<file path="config.mk">
export PLATFORM = sky130hd
export DESIGN_NAME = z80_int_ctrl
export DESIGN_NICKNAME = d
export VERILOG_FILES = /design/src/rtl/z80_int_ctrl_pkg.sv /design/src/rtl/z80_int_prio.sv /design/src/rtl/z80_int_ctrl.sv
export SDC_FILE = /design/constraint.sdc
export NUM_CORES = 1
export LEC_CHECK = 0
export CAP_MARGIN = 20
export CORE_MARGIN = 2
export CORE_UTILIZATION = 50
export DETAILED_ROUTE_END_ITERATION = 8
export DONT_BUFFER_PORTS = 1
export PLACE_DENSITY = 0.67
export SETUP_SLACK_MARGIN = 0.05
export SLEW_MARGIN = 15
export SYNTH_ARGS = -nofsm -noshare
export SYNTH_HDL_FRONTEND = slang
export SYNTH_SLANG_ARGS = --single-unit
</file>
<file path="constraint.sdc">
create_clock -name CLK -period 2.2 [get_ports CLK]
set_clock_uncertainty 0.05 [all_clocks]
set_input_delay 0.44 -clock CLK [delete_from_list [all_inputs] [get_ports CLK]]
set_output_delay 0.44 -clock CLK [all_outputs]
set_load 0.01 [all_outputs]
</file>
<file path="src/rtl/z80_int_ctrl_pkg.sv">
// Shared constants and types for the Z80 interrupt controller.
//   - register offsets within the controller's 4-byte I/O window
//   - opcode bytes used by the RETI snoop
//   - state types for the acknowledge and RETI-snoop FSMs
//   - helper that builds the mode-2 vector byte
package z80_int_ctrl_pkg;

  localparam logic [1:0] REG_MASK  = 2'd0;
  localparam logic [1:0] REG_VBASE = 2'd1;
  localparam logic [1:0] REG_PEND  = 2'd2;
  localparam logic [1:0] REG_INSV  = 2'd3;

  localparam logic [7:0] OP_ED    = 8'hED;
  localparam logic [7:0] OP_RETI2 = 8'h4D;

  typedef enum logic {
    IDLE = 1'b0,
    ACK  = 1'b1
  } ack_state_t;

  typedef enum logic {
    S0   = 1'b0,
    S_ED = 1'b1
  } snoop_state_t;

  // Mode-2 vector: upper nibble from VBASE, source index in [3:1], bit 0 clear
  // so the CPU always lands on an even table entry.
  function automatic logic [7:0] ack_vector(input logic [3:0] vbase,
                                            input logic [2:0] idx);
    return {vbase, idx, 1'b0};
  endfunction

endpackage

</file>
<file path="src/rtl/z80_int_prio.sv">
// Fixed-priority resolver for the interrupt controller.
// Index 0 is highest priority. A request is eligible when its req and mask
// bits are set and its index is strictly below the lowest set in-service bit
// (no in-service bit means every index is eligible).
// Also used with mask=all-ones, insv=0 to find the lowest set bit of a vector.
// Ports:
//   i_req   [NUM_SRC] request vector (normally PEND)
//   i_mask  [NUM_SRC] enable vector
//   i_insv  [NUM_SRC] in-service vector, limits eligible indices
//   o_valid           some index is eligible
//   o_idx   [3]       lowest eligible index (0 when none)
module z80_int_prio #(
  parameter int NUM_SRC = 4
) (
  input  logic [NUM_SRC-1:0] i_req,
  input  logic [NUM_SRC-1:0] i_mask,
  input  logic [NUM_SRC-1:0] i_insv,
  output logic               o_valid,
  output logic [2:0]         o_idx
);

  logic               w_seen;
  logic [NUM_SRC-1:0] w_elig;

  always_comb begin
    w_seen = 1'b0;
    w_elig = '0;
    // w_seen turns on at the lowest in-service bit and stays on, blocking
    // that level and everything below it in priority.
    for (int i = 0; i < NUM_SRC; i++) begin
      w_seen    = w_seen | i_insv[i];
      w_elig[i] = i_req[i] & i_mask[i] & ~w_seen;
    end
    o_valid = |w_elig;
    o_idx   = 3'd0;
    for (int i = NUM_SRC - 1; i >= 0; i--) begin
      if (w_elig[i]) o_idx = 3'(i);
    end
  end

endmodule

</file>
<file path="src/rtl/z80_int_ctrl.sv">
// Z80 mode-2 interrupt controller, bus-responder side.
// Latches rising edges of peripheral requests into PEND, resolves the highest
// priority enabled request that outranks everything in service, drives nINT,
// answers the M1+IORQ acknowledge with a vector, and snoops ED 4D (RETI)
// opcode fetches to retire the lowest-index in-service level.
//
// Bus handshake: the CPU strobes are level signals sampled on every rising
// CLK. An I/O read drives D_out/D_oe on each edge that samples nRD low; an I/O
// write takes D_in once, on the first edge that samples nWR low. An
// acknowledge holds D_oe from the edge that first samples nM1=0 & nIORQ=0 up
// to the edge that samples nIORQ=1.
//
// Ports:
//   CLK, nRESET      clock, synchronous active-low reset
//   irq_in[NUM_SRC]  request lines, rising-edge triggered
//   A[8]             address low byte (register window IO_BASE..IO_BASE+3)
//   D_in[8]          bus data from CPU/memory
//   D_out[8], D_oe   bus data driven by this block and its enable
//   nM1, nMREQ, nIORQ, nRD, nWR   CPU control strobes
//   nINT             interrupt request to CPU, active low
module z80_int_ctrl
  import z80_int_ctrl_pkg::*;
#(
  parameter int         NUM_SRC   = 4,
  parameter logic [7:0] IO_BASE   = 8'h80,
  parameter logic [7:0] VEC_RESET = 8'h00
) (
  input  logic               CLK,
  input  logic               nRESET,
  input  logic [NUM_SRC-1:0] irq_in,
  input  logic [7:0]         A,
  input  logic [7:0]         D_in,
  output logic [7:0]         D_out,
  output logic               D_oe,
  input  logic               nM1,
  input  logic               nMREQ,
  input  logic               nIORQ,
  input  logic               nRD,
  input  logic               nWR,
  output logic               nINT
);

  // Register state
  logic [NUM_SRC-1:0] r_mask;
  logic [NUM_SRC-1:0] r_pend;
  logic [NUM_SRC-1:0] r_insv;
  logic [NUM_SRC-1:0] r_irq_prev;
  logic [3:0]         r_vbase;
  logic [7:0]         r_d_out;
  logic               r_d_oe;
  logic               r_nint;
  logic               r_wr_seen;
  logic               r_fetch_act;
  logic [7:0]         r_fetch_byte;
  ack_state_t         r_ack_state;
  snoop_state_t       r_snp_state;

  // Combinational
  ack_state_t         w_ack_next;
  snoop_state_t       w_snp_next;
  logic               w_ack_start;
  logic               w_ack_end;
  logic               w_reti;
  logic [7:0]         w_off;
  logic               w_io_sel;
  logic               w_io_rd;
  logic               w_io_wr;
  logic               w_fetch;
  logic               w_fetch_done;
  logic               w_ack_req;
  logic               w_win_valid;
  logic [2:0]         w_win_idx;
  logic               w_insv_valid;
  logic [2:0]         w_insv_idx;
  logic [NUM_SRC-1:0] w_rise;
  logic [NUM_SRC-1:0] w_pend_w1c;
  logic [NUM_SRC-1:0] w_ack_onehot;
  logic [NUM_SRC-1:0] w_reti_onehot;
  logic [NUM_SRC-1:0] w_pend_next;
  logic [NUM_SRC-1:0] w_insv_next;
  logic [7:0]         w_mask8;
  logic [7:0]         w_pend8;
  logic [7:0]         w_insv8;
  logic [7:0]         w_rd_data;

  // Bus decode. The subtraction makes the window test a single compare.
  assign w_off        = A - IO_BASE;
  assign w_io_sel     = !nIORQ && nM1 && (w_off < 8'd4);
  assign w_io_rd      = w_io_sel && !nRD;
  assign w_io_wr      = w_io_sel && !nWR && !r_wr_seen;
  assign w_fetch      = !nM1 && !nMREQ && !nRD;
  // The fetched byte is the last one sampled while the fetch was active;
  // it is consumed on the first edge after the fetch ends.
  assign w_fetch_done = r_fetch_act && !w_fetch;
  assign w_ack_req    = !nM1 && !nIORQ;

  // Winner: highest-priority enabled pending source outranking in-service.
  z80_int_prio #(.NUM_SRC(NUM_SRC)) u_win (
    .i_req   (r_pend),
    .i_mask  (r_mask),
    .i_insv  (r_insv),
    .o_valid (w_win_valid),
    .o_idx   (w_win_idx)
  );

  // Lowest set in-service bit, retired by RETI.
  z80_int_prio #(.NUM_SRC(NUM_SRC)) u_insv (
    .i_req   (r_insv),
    .i_mask  ({NUM_SRC{1'b1}}),
    .i_insv  ({NUM_SRC{1'b0}}),
    .o_valid (w_insv_valid),
    .o_idx   (w_insv_idx)
  );

  // Acknowledge FSM next state
  always_comb begin
    w_ack_next  = r_ack_state;
    w_ack_start = 1'b0;
    w_ack_end   = 1'b0;
    case (r_ack_state)
      IDLE: begin
        if (w_ack_req) begin
          w_ack_next  = ACK;
          w_ack_start = 1'b1;
        end
      end
      ACK: begin
        if (nIORQ) begin
          w_ack_next = IDLE;
          w_ack_end  = 1'b1;
        end
      end
      default: w_ack_next = IDLE;
    endcase
  end

  // RETI snoop FSM next state; ED ED 4D still counts because a repeated ED
  // keeps the FSM armed.
  always_comb begin
    w_snp_next = r_snp_state;
    w_reti     = 1'b0;
    if (w_fetch_done) begin
      case (r_snp_state)
        S0: begin
          if (r_fetch_byte == OP_ED) w_snp_next = S_ED;
        end
        S_ED: begin
          if (r_fetch_byte == OP_RETI2) begin
            w_snp_next = S0;
            w_reti     = 1'b1;
          end else if (r_fetch_byte == OP_ED) begin
            w_snp_next = S_ED;
          end else begin
            w_snp_next = S0;
          end
        end
        default: w_snp_next = S0;
      endcase
    end
  end

  // PEND / INSV update vectors. Rising edges are OR'd in last so a new
  // request beats a same-edge clear.
  always_comb begin
    w_rise        = irq_in & ~r_irq_prev;
    w_pend_w1c    = '0;
    w_ack_onehot  = '0;
    w_reti_onehot = '0;
    if (w_io_wr && (w_off[1:0] == REG_PEND)) w_pend_w1c = D_in[NUM_SRC-1:0];
    for (int i = 0; i < NUM_SRC; i++) begin
      w_ack_onehot[i]  = w_ack_start && w_win_valid && (w_win_idx == 3'(i));
      w_reti_onehot[i] = w_reti && w_insv_valid && (w_insv_idx == 3'(i));
    end
    w_pend_next = (r_pend & ~(w_pend_w1c | w_ack_onehot)) | w_rise;
    w_insv_next = (r_insv & ~w_reti_onehot) | w_ack_onehot;
  end

  // Register read mux; bits at or above NUM_SRC read as zero.
  always_comb begin
    w_mask8                = '0;
    w_pend8                = '0;
    w_insv8                = '0;
    w_mask8[NUM_SRC-1:0]   = r_mask;
    w_pend8[NUM_SRC-1:0]   = r_pend;
    w_insv8[NUM_SRC-1:0]   = r_insv;
    case (w_off[1:0])
      REG_MASK:  w_rd_data = w_mask8;
      REG_VBASE: w_rd_data = {r_vbase, 4'h0};
      REG_PEND:  w_rd_data = w_pend8;
      REG_INSV:  w_rd_data = w_insv8;
      default:   w_rd_data = 8'h00;
    endcase
  end

  always_ff @(posedge CLK) begin
    if (!nRESET) begin
      r_mask       <= '0;
      r_pend       <= '0;
      r_insv       <= '0;
      r_irq_prev   <= '0;
      r_vbase      <= VEC_RESET[7:4];
      r_d_out      <= 8'h00;
      r_d_oe       <= 1'b0;
      r_nint       <= 1'b1;
      r_wr_seen    <= 1'b0;
      r_fetch_act  <= 1'b0;
      r_fetch_byte <= 8'h00;
      r_ack_state  <= IDLE;
      r_snp_state  <= S0;
    end else begin
      r_ack_state <= w_ack_next;
      r_snp_state <= w_snp_next;
      r_irq_prev  <= irq_in;
      r_pend      <= w_pend_next;
      r_insv      <= w_insv_next;
      r_wr_seen   <= w_io_sel && !nWR;
      r_fetch_act <= w_fetch;
      if (w_fetch) r_fetch_byte <= D_in;

      if (w_io_wr) begin
        if (w_off[1:0] == REG_MASK)  r_mask  <= D_in[NUM_SRC-1:0];
        if (w_off[1:0] == REG_VBASE) r_vbase <= D_in[7:4];
      end

      // Data bus: acknowledge takes precedence; it cannot overlap an I/O
      // read because the two are separated by nM1.
      if (w_ack_start) begin
        r_d_out <= w_win_valid ? ack_vector(r_vbase, w_win_idx) : 8'hFF;
        r_d_oe  <= 1'b1;
      end else if ((r_ack_state == ACK) && !w_ack_end) begin
        r_d_oe  <= 1'b1;
      end else if (w_io_rd) begin
        r_d_out <= w_rd_data;
        r_d_oe  <= 1'b1;
      end else begin
        r_d_oe  <= 1'b0;
      end

      // nINT is held high for the whole acknowledge, including its first edge.
      r_nint <= !((r_ack_state == IDLE) && !w_ack_start && w_win_valid);
    end
  end

  assign D_out = r_d_out;
  assign D_oe  = r_d_oe;
  assign nINT  = r_nint;

endmodule

</file>
==> Yosys cells after proc, flatten, opt, wreduce, memory -nomap -nowiden <==
Cells that the tools add are included.
{ "totals": {"reg_bits": 42, "inputBits": 27, "wordCells": 124} }
{ "op_classes": {"n_addsub": 1, "order_cmp": 1, "n_eq_ne": 12, "mux": 29, "n_bitwise": 26, "reduce_logical": 42} }
{ "ops": {"columns": ["operator", "count"], "rows": [
  ["8-bit two-way mux", 4],
  ["8-bit one-hot mux with 4 select lines", 1],
  ["1-bit logical AND", 23],
  ["3-bit two-way mux", 6],
  ["1-bit two-way mux", 13],
  ["4-bit bitwise AND", 3],
  ["3-bit by 2-bit == test with 1-bit output, second input constant", 4],
  ["4-bit inverter", 3],
  ["4-bit bitwise OR", 3],
  ["1-bit zero test", 10],
  ["1-bit bitwise AND", 8],
  ["8-bit by 7-bit == test with 1-bit output, second input constant", 1],
  ["8-bit == test, second input constant", 1],
  ["8-bit by 3-bit less-than comparator with 1-bit output, second input constant", 1],
  ["4-bit OR reduction", 2],
  ["8-bit subtractor, second input constant", 1],
  ["3-bit by 1-bit == test with 1-bit output, second input constant", 2],
  ["3-bit zero test", 2],
  ["1-bit inverter", 6],
  ["2-bit AND reduction", 3],
  ["2-bit == test, second input constant", 2],
  ["2-bit two-way mux", 2],
  ["4-bit two-way mux", 1],
  ["1-bit one-hot mux with 2 select lines", 2],
  ["5 further kinds", 7]
]} }

==> Logic depth before layout (Yosys ltp) <==
{ "depth": {"ltp_word": 15, "ltp_mapped": 5} }

==> By module <==
Synthesis repeated with hierarchy kept, for this count alone.
{ "hier_totals": {"hier_cells": 235, "hier_area_um2": 2104.5} }
{ "by_module_without_submodules": {"columns": ["module", "instances", "cells_each", "area_per_inst_um2", "seq_area_each_um2"], "rows": [
  ["z80_int_ctrl", 1, 205, 1861.8, 840.8],
  ["z80_int_prio", 2, 15, 121.4, 0.0]
]} }

==> Worst setup path before layout <==
OpenSTA, ideal clock, no wires.
{ "synth_timing": {"path_type": "input to register", "from": "input port nM1", "to": "register r_pend[2]", "setup_ns": 0.116, "arrival_ns": 1.518, "t_required_ns": 2.034, "path_slack_ns": 0.515, "cell_stages": 5, "path_buffers": 1, "path_cell_list": "buf_6 or3_4 nor3_4 nand3_1 a41o_1"} }
{ "synth_via": {"elab_chain_len": 10, "elab_cells_between_ends": 16, "cone_classes": "mux: 3; bitwise: 4; reduce/logical: 9"} }
{ "synth_rtl": {"columns": ["element", "line_no", "rtl"], "rows": [
  ["start, declared", "z80_int_ctrl.sv:35", "input logic nM1,"],
  ["1-bit zero test or 1-bit logical AND (tied branches)", "z80_int_ctrl.sv:95, z80_int_ctrl.sv:88", null],
  ["1-bit logical AND, on equally long branches", "z80_int_ctrl.sv:95, z80_int_ctrl.sv:88", null],
  ["1-bit two-way mux or 1-bit logical AND (tied branches)", "z80_int_ctrl.sv:122, z80_int_ctrl.sv:90", null],
  ["1-bit two-way mux or 1-bit logical AND (tied branches)", "z80_int_ctrl.sv:120, z80_int_ctrl.sv:90", null],
  ["1-bit logical AND, on equally long branches", "z80_int_ctrl.sv:171, z80_int_ctrl.sv:169", null],
  ["1-bit logical AND or 4-bit two-way mux (tied branches)", "z80_int_ctrl.sv:171, z80_int_ctrl.sv:169", null],
  ["4-bit bitwise OR (*)", "z80_int_ctrl.sv:174", "w_pend_next = (r_pend & ~(w_pend_w1c | w_ack_onehot)) | w_rise;"],
  ["4-bit inverter (*)", "z80_int_ctrl.sv:174", null],
  ["4-bit bitwise AND (*)", "z80_int_ctrl.sv:174", null],
  ["4-bit bitwise OR (*)", "z80_int_ctrl.sv:174", null],
  ["end signal, assigned", "z80_int_ctrl.sv:214", "r_pend <= w_pend_next;"],
  ["end, declared", "z80_int_ctrl.sv:45", "logic [NUM_SRC-1:0] r_pend;"]
]} }
Every way passes the cells marked *; elsewhere a longest branch is shown, timed or not.
A chain may end at the register's enable or synchronous reset.

==> Final worst setup path <==
{ "layout_timing": {"from": "register r_insv[0]", "to": "register r_d_out[0], in the netlist D_out[0]"} }
{ "layout_via": {"elab_chain_len": 8, "elab_cells_between_ends": 17, "cone_classes": "mux: 5; bitwise: 11; reduce/logical: 1"} }
{ "layout_rtl": {"columns": ["element", "line_no", "rtl"], "rows": [
  ["start, declared", "z80_int_ctrl.sv:46", "logic [NUM_SRC-1:0] r_insv;"],
  ["start signal, assigned", "z80_int_ctrl.sv:215", "r_insv <= w_insv_next;"],
  ["1-bit bitwise OR (3 in series)", "z80_int_prio.sv:31", "w_seen = w_seen | i_insv[i];"],
  ["1-bit inverter", "z80_int_prio.sv:32", "w_elig[i] = i_req[i] & i_mask[i] & ~w_seen;"],
  ["1-bit bitwise AND", "z80_int_prio.sv:32", null],
  ["4-bit OR reduction", "z80_int_prio.sv:34", "o_valid = |w_elig;"],
  ["8-bit two-way mux", "z80_int_ctrl.sv:228", "r_d_out <= w_win_valid ? ack_vector(r_vbase, w_win_idx) : 8'hFF;"],
  ["8-bit two-way mux (*)", "z80_int_ctrl.sv:227", "if (w_ack_start) begin"],
  ["end signal, assigned", "z80_int_ctrl.sv:228", null],
  ["end signal, assigned", "z80_int_ctrl.sv:233", "r_d_out <= w_rd_data;"],
  ["end, declared", "z80_int_ctrl.sv:49", "logic [7:0] r_d_out;"]
]} }
Every way passes the cells marked *; elsewhere a longest branch is shown, timed or not. The select of a mux whose other input is x is not followed.

==> flow_summary.yaml <==
run_status:
  status: "finished clean"
routing:
  wl_per_cell_um: 15.8
  vias: 1488
  drt_pass1_iterations: 4
  ant_nets: 0
  drc: 0
  viasPerCell: 5.90
  drt-total-wl_mm: 3.99
  drt_first_iter_violations: 123
placement:
  dp_hpwl_mm: 3.04
  dp_slack_ns: 0.407
  portBuffers: 0
  place_inst: 244
  place_congestion: 0.848
pwr:
  swShare_pct: 23.6
  total_power_mw: 1.42
  powerDensity_mw_per_mm2: 717
  p_clk_share_pct: 36.3
  peakVddDrop_uv: 345
  power.static_leakage_nw: 0.753
  intPower_mw: 1.08
  power.switching_mw: 0.335
  combPwrFrac_pct: 6.8
  seq_power_share_pct: 56.9
sta:
  fmax_mhz: 612
  slew_headroom_pct: 36.9
  tns_ns: 0
  grt_setup_unrepaired: "false"
  maxSlewViolCount: 0
  period_share_pct: 74.3
  hold_viol_final: 0
  fin_ws_ns: 0.565
  setup_viol: 0
  min_period_ns: 1.64
  worst-slew-pin-transition_ns: 0.946
finish:
  drive_above_1_share_pct: 11.8
  layout_commonest_cell: "dfxtp_1"
  fin_nets: 230
  mostFrequentLayoutCells: "42 x dfxtp_1, 30 x nand2_1, 19 x nor2_1, 19 x a21oi_1"
  stdcell_count: 252
  fillers: 324
  syn2layout_area_growth_pct: 7.39
  diodes: 0
yosys:
  synth_top_area_share_pct: 45.6
  async_flop_share_pct: 0
  synthDistinctLibCells: 42
  ys_seq_area_share_pct: 45.6
  yosysWarningCount: 0
  synth_fp_nets: 228
  synth_area_leaders: "dfxtp_1 46%, nand2_1 6.1%, a21oi_1 5.2%"
  synth_area_per_cell_um2: 9.18
  synthesis.area_mm2: 0.00184
  synth_top_cell_by_area: "dfxtp_1"
  synth_edf_count: 0
  synthCells: 201
  ys_seq_elements: 42
  synth-main-ff-cell: "dfxtp_1"
setup_path:
  arrival_ns: 1.76
  worst-setup-path-type: "reg -> reg"
  crit_required_ns: 2.33
  startpoint_type: "flop"
  worst-path-max-fanout: 9
  worstSetupStartpoint: "r_insv[0]$_SDFF_PN0_"
  rr_endpoint: "D_out[0]$_SDFFE_PN0P_"
  r2r_cells: 4
  crit_path_end_kind: "flop"
  regToRegSetupSlack_ns: 0.56
  r2r-start: "r_insv[0]$_SDFF_PN0_"
  cp-endpoint: "D_out[0]$_SDFFE_PN0P_"
clocking:
  cts-buffers-inserted: 5
  clockBufferDepth: 2
  post-cts-setup-buffers: 0
  h-tree-depth: 2
  cts_root_buf: "clkbuf_8"
  path_clk_slew_ns: 0.08
  post_cts_resize_count: 0
  cts_sinks: 42
  cts_tree: "done"
  cts_hold_buf: 0
  clk_latency_ns: 0.29
global_routing:
  antenna_found_initial: 0
  grt_max_degree: 32
  grt_pass1_wl_mm: 6.73
  grt_pass1_vias: 1431
  grt_overflow: 0
  groute.usage.overall_pct: 20.5
floorplan:
  io_pins: 37
  core_mm2: 0.00361
  dieArea_mm2: 0.00419
  die_w_um: 64.7
  start_util_pct: 51.1
  dieHeight_um: 64.7
  fp-row-count: 22
job:
  cap_violations: 0
hold_path:
  hp-class: "in -> reg"
==> critical path: stages (launching register included) <==
cell	delay [ns]
dfxtp_1	0.47
and4bb_2	0.31
nor2_1	0.22
a21oi_1	0.13
o41ai_1	0.35
==> stage by stage <==
step	hold WS, ns	instance area [um2]	util [%]
6_report	0.177	1980	54.9
5_1_grt	0.170	1980	54.9
4_1_cts	0.175	1980	54.9
3_5_place_dp	0.397	1890	52.3
3_3_place_gp	0.391	1890	52.3
2_1_floorplan	0.382	1840	-
==> metal layers <==
metal | wire [um] | global-route usage (%) | vias up | part of all wire (%)
met5 | 0 | 0 | - | 0
met4 | 40 | 6.65 | 0 | 1.0
met3 | 236 | 6.08 | 6 | 5.9
met2 | 1870 | 32.5 | 35 | 47
met1 | 1850 | 26.8 | 703 | 46
li1 | - | - | 744 | -
==> cell usage after synthesis, drive strengths merged, types with 2 or more instances <==
library cell  number
a22oi              2
clkbuf             6
o41ai              3
mux2i              8
nand4              5
nor4b              2
dfxtp             42
nand2             31
a21oi             19
or2                2
a311oi             5
and2               6
nor2b              8
a41o               4
or3                2
and3b              2
a221oi             2
o211ai             3
nor3               6
o21ai              3
mux2               4
nor2              19
nand2b             2
==> final cells by class <==
cell class                      instances  area [um2]  share of cell area, %
Sequential cell                        42         841                   42.5
Timing Repair Buffer                    2        15.0                  0.758
Clock inverter                          2        12.5                  0.632
Multi-Input combinational cell        151         966                   48.8
Inverter                                1        3.75                  0.190
Tap cell                               48        60.1                   3.03
Clock buffer                            6        82.6                   4.17
==> power groups by stage <==
| stage | registers, mW | logic [mW] | clock network (mW) |
|---|---|---|---|
| 6_report | 0.808 | 0.0970 | 0.515 |
| 5_1_grt | 0.810 | 0.109 | 0.556 |
| 4_1_cts | 0.808 | 0.0969 | 0.521 |
| 3_5_place_dp | 0.825 | 0.0964 | 0 |
| 3_3_place_gp | 0.824 | 0.0937 | 0 |
| 2_1_floorplan | 0.820 | 0.0862 | 0 |
==> sequential cells by signal (all words and copies together) (netlist names) <==
register / cells
D_out: 8
r_fetch_byte: 8
r_insv: 4
r_irq_prev: 4
r_mask: 4
r_pend: 4
r_vbase: 4
D_oe: 1
nINT: 1
r_ack_state: 1
r_fetch_act: 1
r_snp_state: 1
r_wr_seen: 1
==> cell families (layout without fill, tap and decap cells) <==
logic type / count (synthesis) / count (layout) / synth area share (%)
simple gates: 91 / 91 / 27.1
compound gates: 48 / 48 / 18.5
flops: 42 / 42 / 45.6
mux: 12 / 12 / 6.78
buf+inv: 8 / 11 / 2.03
==> worst min-delay path by stage <==
stage                                       from                      endpoint  slack (ns)  cells after the start
detailed placement  r_fetch_byte[0]$_SDFFE_PN0P_  r_fetch_byte[0]$_SDFFE_PN0P_        0.40                      2
global route                                 nWR          r_wr_seen$_SDFF_PN0_        0.17                      1
floorplan           r_fetch_byte[0]$_SDFFE_PN0P_  r_fetch_byte[0]$_SDFFE_PN0P_        0.38                      2
CTS                                          nWR          r_wr_seen$_SDFF_PN0_        0.18                      1
global placement    r_fetch_byte[4]$_SDFFE_PN0P_  r_fetch_byte[4]$_SDFFE_PN0P_        0.39                      2
finish                                       nWR          r_wr_seen$_SDFF_PN0_        0.18                      1
No activity file was read; power rests on OpenSTA's default activity.
